--- src/rtl/fpga_cfg_pkg.sv ---
// Shared constants and FSM state encoding for the FPGA configuration loader.
package fpga_cfg_pkg;

  localparam int CFG_WIDTH  = 224;
  localparam int NUM_CHUNKS = 43;

  typedef enum logic [2:0] {
    IDLE,
    LOAD,
    SETTLE,
    ARM,
    DONE,
    ERR
  } state_e;

  function automatic int max2(input int a, input int b);
    return (a > b) ? a : b;
  endfunction

endpackage

--- src/rtl/cfg_delay_timer.sv ---
// Loadable down-counter; done_o is high while the count sits at zero.
module cfg_delay_timer #(
  parameter int W = 4
) (
  input  logic         clock,
  input  logic         rst,
  input  logic         load_i,
  input  logic [W-1:0] val_i,
  output logic         done_o
);

  logic [W-1:0] cnt_q;

  always_ff @(posedge clock or posedge rst) begin
    if (rst) begin
      cnt_q <= '0;
    end else if (load_i) begin
      cnt_q <= val_i;
    end else if (cnt_q != '0) begin
      cnt_q <= cnt_q - 1'b1;
    end
  end

  assign done_o = (cnt_q == '0);

endmodule

--- src/rtl/fpga_config_loader.sv ---
// Streams a bitstream into the fabric chunk by chunk, then settles,
// arms the fabric flip-flops and reports ready.
module fpga_config_loader #(
  parameter int CFG_WIDTH     = fpga_cfg_pkg::CFG_WIDTH,
  parameter int NUM_CHUNKS    = fpga_cfg_pkg::NUM_CHUNKS,
  parameter int SETTLE_CYCLES = 10,
  parameter int ARM_CYCLES    = 10
) (
  input  logic                  clock,
  input  logic                  rst,
  input  logic                  start,
  input  logic                  bs_valid,
  input  logic [CFG_WIDTH-1:0]  bs_data,
  input  logic                  bs_last,
  output logic                  bs_ready,
  output logic [CFG_WIDTH-1:0]  configs_in,
  output logic [NUM_CHUNKS-1:0] configs_en,
  output logic                  ff_en,
  output logic                  rdy,
  output logic                  busy,
  output logic                  err
);

  import fpga_cfg_pkg::*;

  localparam int DLY_W =
    $clog2(max2(SETTLE_CYCLES, ARM_CYCLES) + 1);
  localparam int CNT_W = $clog2(NUM_CHUNKS + 1);

  localparam logic [DLY_W-1:0] SET_LD =
    DLY_W'(SETTLE_CYCLES - 1);
  localparam logic [DLY_W-1:0] ARM_LD =
    DLY_W'(ARM_CYCLES - 1);
  localparam logic [CNT_W-1:0] LAST_K =
    CNT_W'(NUM_CHUNKS - 1);
  localparam logic [NUM_CHUNKS-1:0] ONE =
    NUM_CHUNKS'(1);

  state_e state_q, state_d;

  logic [CNT_W-1:0]      chunk_q;
  logic [CFG_WIDTH-1:0]  cfg_q;
  logic [NUM_CHUNKS-1:0] en_q;
  logic                  ready_q;
  logic                  busy_q;
  logic                  ff_en_q;
  logic                  rdy_q;
  logic                  err_q;

  logic             accept;
  logic             last_chunk;
  logic             tmr_load;
  logic [DLY_W-1:0] tmr_val;
  logic             tmr_done;

  assign accept     = bs_valid && (state_q == LOAD);
  assign last_chunk = (chunk_q == LAST_K);

  always_comb begin
    state_d = state_q;
    unique case (state_q)
      IDLE, DONE, ERR: if (start) state_d = LOAD;
      LOAD: begin
        if (accept) begin
          if (bs_last != last_chunk) state_d = ERR;
          else if (bs_last)          state_d = SETTLE;
        end
      end
      SETTLE: if (tmr_done) state_d = ARM;
      ARM:    if (tmr_done) state_d = DONE;
      default: state_d = IDLE;
    endcase
  end

  // Reload the delay on every entry into a timed state.
  assign tmr_load = (state_d != state_q) &&
                    ((state_d == SETTLE) || (state_d == ARM));
  assign tmr_val  = (state_d == SETTLE) ? SET_LD : ARM_LD;

  cfg_delay_timer #(
    .W (DLY_W)
  ) u_timer (
    .clock  (clock),
    .rst    (rst),
    .load_i (tmr_load),
    .val_i  (tmr_val),
    .done_o (tmr_done)
  );

  // Status outputs are registered from the next state so they never glitch.
  always_ff @(posedge clock or posedge rst) begin
    if (rst) begin
      state_q <= IDLE;
      chunk_q <= '0;
      cfg_q   <= '0;
      en_q    <= '0;
      ready_q <= 1'b0;
      busy_q  <= 1'b0;
      ff_en_q <= 1'b0;
      rdy_q   <= 1'b0;
      err_q   <= 1'b0;
    end else begin
      state_q <= state_d;
      en_q    <= '0;
      if (accept) begin
        cfg_q   <= bs_data;
        en_q    <= ONE << chunk_q;
        chunk_q <= chunk_q + 1'b1;
      end else if (state_d == LOAD && state_q != LOAD) begin
        chunk_q <= '0;
      end
      ready_q <= (state_d == LOAD);
      busy_q  <= (state_d == LOAD) || (state_d == SETTLE) ||
                 (state_d == ARM);
      ff_en_q <= (state_d == ARM) || (state_d == DONE);
      rdy_q   <= (state_d == DONE);
      err_q   <= (state_d == ERR);
    end
  end

  assign bs_ready   = ready_q;
  assign configs_in = cfg_q;
  assign configs_en = en_q;
  assign ff_en      = ff_en_q;
  assign rdy        = rdy_q;
  assign busy       = busy_q;
  assign err        = err_q;

endmodule
--- config.mk ---
export PLATFORM = sky130hd
export DESIGN_NAME = fpga_config_loader
export DESIGN_NICKNAME = d
export VERILOG_FILES = /design/src/rtl/fpga_cfg_pkg.sv /design/src/rtl/cfg_delay_timer.sv /design/src/rtl/fpga_config_loader.sv
export SDC_FILE = /design/constraint.sdc
export NUM_CORES = 1
export LEC_CHECK = 0
export CELL_PAD_IN_SITES_DETAIL_PLACEMENT = 1
export CELL_PAD_IN_SITES_GLOBAL_PLACEMENT = 2
export CORE_MARGIN = 4
export CORE_UTILIZATION = 21
export DETAILED_ROUTE_END_ITERATION = 8
export PLACE_DENSITY = 0.72
export SYNTH_ARGS = -nofsm -noshare
export SYNTH_HDL_FRONTEND = slang
export SYNTH_HIERARCHICAL = 1
export SYNTH_SLANG_ARGS = --single-unit
--- constraint.sdc ---
create_clock -name clock -period 9.4 [get_ports clock]
set_input_delay 1.88 -clock clock [delete_from_list [all_inputs] [get_ports clock]]
set_output_delay 1.88 -clock clock [all_outputs]
set_load 0.05 [all_outputs]
==> qor.yml <==
status:
  status: "finished clean"
timing:
  fin_setup_tns_ns: 0
  slew_headroom: 0.306
  worst_pin_slew_ns: 1.04
  clock_skew_ns: 0.0143
  slew_viol_final: 0
  fin_crit_sh: 0.453
  max_freq_mhz: 235
  period_minus_slack_ns: 4.26
  rsz0062_at_grt: "false"
  setup_violations: 0
  hold_viol: 0
global_route:
  grt_pass1_vias: 10162
  grt_pass1_wl_mm: 61.6
  track_usage: 0.145
  grt_max_degree: 168
  antenna_found_initial: 2
  overflow: 0
power_and_ir_drop:
  p_sw_uw: 3570
  combinationalPowerShare: 0.537
  vdd_drop_max_mv: 0.175
  power_frac_seq: 0.280
  p_int_uw: 3730
  switching_share: 0.489
  p_leak_uw: 0.00836
  power.clock.fraction: 0.183
  power.density_mw_per_mm2: 415
critical_path:
  cp-start-kind: "primary input"
  arrival_ns: 4.72
  crit_type: "primary input to register"
  cp.required_ns: 9.86
  cp-end-kind: "register"
  path_max_fanout: 84
  ff2ff_path_depth: 5
worst_hold_path:
  hold_path.class: "register to register"
  hold_path_depth: 2
yosys:
  netlist_top_cells_count: "nand2_1 (690), dfrtp_1 (285), clkbuf_1 (42)"
  synth.most_common_cell: "nand2_1"
  synth_edf_count: 0
  syn_area_per_cell_um2: 9.28
  yosys.area.top_type_share: 0.663
  ys_warn_count: 6
  synth.area.top_cells: "dfrtp_1 (66%), nand2_1 (24%), clkbuf_1 (1.5%), nor2_1 (1.4%), ha_1 (0.81%)"
  synth_cell_types: 44
  synth-seq-cells: 285
  syn_inst: 1159
  synthArstFlopShare: 1.00
  synth_ff_type: "dfrtp_1"
  synth-seq-area-share: 0.663
  syn_area_mm2: 0.0108
  yosys.area.top_type: "dfrtp_1"
floorplanning:
  num_rows: 82
  die_width_um: 234
  die-area_mm2: 0.0549
  coreArea_mm2: 0.0504
  initial_core_util: 0.214
  ios: 501
  fp.dieH_um: 234
flow_run:
  max_cap_viol_count: 0
cells_and_area:
  drive_gt1_frac: 0.0437
  layout.nets: 1886
  area_growth_pct: 63.5
  final_area_mm2: 0.0176
place:
  dp_hpwl_mm: 29.7
  place_area_mm2: 0.0164
  port-buffer-count: 500
  gp_congestion: 0.760
route:
  vias_per_cell: 4.00
  dr.pass1.iters: 4
  vias: 9390
  drc_errors: 0
  drt_iter0_drc: 351
  wirelength_mm: 41.4
  ant_nets: 0
  post_drt_wl_per_cell_um: 17.7
clock_network:
  clk_latency_ns: 0.53
  clk_root_buffer_cell: "clkbuf_16"
  clock-sinks: 285
  htreeDepth: 2
  holdBufCountCts: 0
  cts_tree: "done"
  cts_buffers: 37
  cts.clk_slew.worst_paths_ns: 0.05
  post_cts_buffers: 0
  ctsResizeCount: 0
  clockBufferDepth: 3
## through the flow
stage | worst slack, ns | total power [uW] | util | hold slack (ns) | cells
floorplan | 3.80 | 4510 | - | 0.520 | 1161
global placement | 4.59 | 5980 | 0.326 | 0.456 | 2283
detailed placement | 4.57 | 6030 | 0.326 | 0.462 | 2283
CTS | 5.12 | 7430 | 0.349 | 0.475 | 2344
global route | 4.92 | 7730 | 0.349 | 0.497 | 2345
finish | 5.14 | 7300 | 0.349 | 0.469 | 2345
## cell families after synthesis
kind of cell | share of synthesized area
flip-flops | 0.663
other | 0.000698
XOR/XNOR | 0.00326
AO/OA/AOI/OAI | 0.0134
adder cells (fa/ha/maj) | 0.00814
buffers and inverters | 0.0272
multiplexers | 0.00396
AND/OR/NAND/NOR | 0.280
## cells in the final DEF, fill, tap and decap left out, drive strengths merged, types with 2 or more instances in the layout
cell / Yosys / layout
a21oi: 2 / 2
and3: 7 / 7
buf: 16 / 9
clkbuf: 43 / 53
clkdlybuf4s50: 0 / 500
clkinv: 0 / 5
clkinvlp: 0 / 2
conb: 2 / 4
dfrtp: 285 / 285
ha: 7 / 7
inv: 11 / 12
mux2: 2 / 2
mux2i: 2 / 2
nand2: 690 / 690
nand2b: 5 / 5
nand3: 2 / 2
nor2: 41 / 41
nor2b: 2 / 2
nor3: 8 / 8
nor3b: 3 / 3
o21ai: 6 / 6
o31ai: 2 / 2
or2: 2 / 2
or4: 2 / 2
xor2: 3 / 3
## final timing paths
kind                            slack, ns          start                to
worst max-delay path                 5.14       bs_valid     configs_in[4]
worst min-delay path                 0.47  configs_in[6]     configs_in[6]
worst max register to register       6.48     state_q[1]     configs_in[4]
worst min register to register       0.47  configs_in[6]     configs_in[6]
max in group asynchronous            5.99            rst    configs_in[54]
min in group asynchronous            1.70            rst  u_timer/cnt_q[0]
## sequential cells by signal (all words and copies together) (netlist names)
register,cells
ff_en,1
u_timer/cnt_q,4
rdy,1
err,1
state_q,3
configs_en,43
bs_ready,1
chunk_q,6
busy,1
configs_in,224
## layer usage
layer  vias to the layer above  global-route usage  wire [um]
li1                       4503                   -          -
met1                      4482               0.165      15900
met2                       345               0.244      19800
met3                        58              0.0674       4780
met4                         2              0.0413        951
met5                         -                   0         13
## critical path, cell delays in order
cell,delay (ns)
clkdlybuf4s50_1,0.55
and4bb_4,0.67
buf_4,0.46
buf_4,0.76
nand2_1,0.13
nand2_1,0.09
## power groups by stage
stage | sequential (uW) | combinational (uW) | clock [uW]
floorplan | 3820 | 690 | 0
global placement | 2050 | 3930 | 0
detailed placement | 2070 | 3960 | 0
CTS | 2060 | 3980 | 1390
global route | 2130 | 4150 | 1450
finish | 2050 | 3920 | 1330
## area by class of cell
| type | count | area, um2 |
|---|---|---|
| Timing Repair Buffer | 509 | 5080 |
| Antenna cell | 1 | 2.50 |
| Multi-Input combinational cell | 806 | 3340 |
| Fill cell | 5812 | 32800 |
| Inverter | 11 | 45.0 |
| Clock buffer | 53 | 1080 |
| Tap cell | 672 | 841 |
| Sequential cell | 285 | 7130 |
| Clock inverter | 8 | 57.6 |
(Power assumes the default switching activity.)
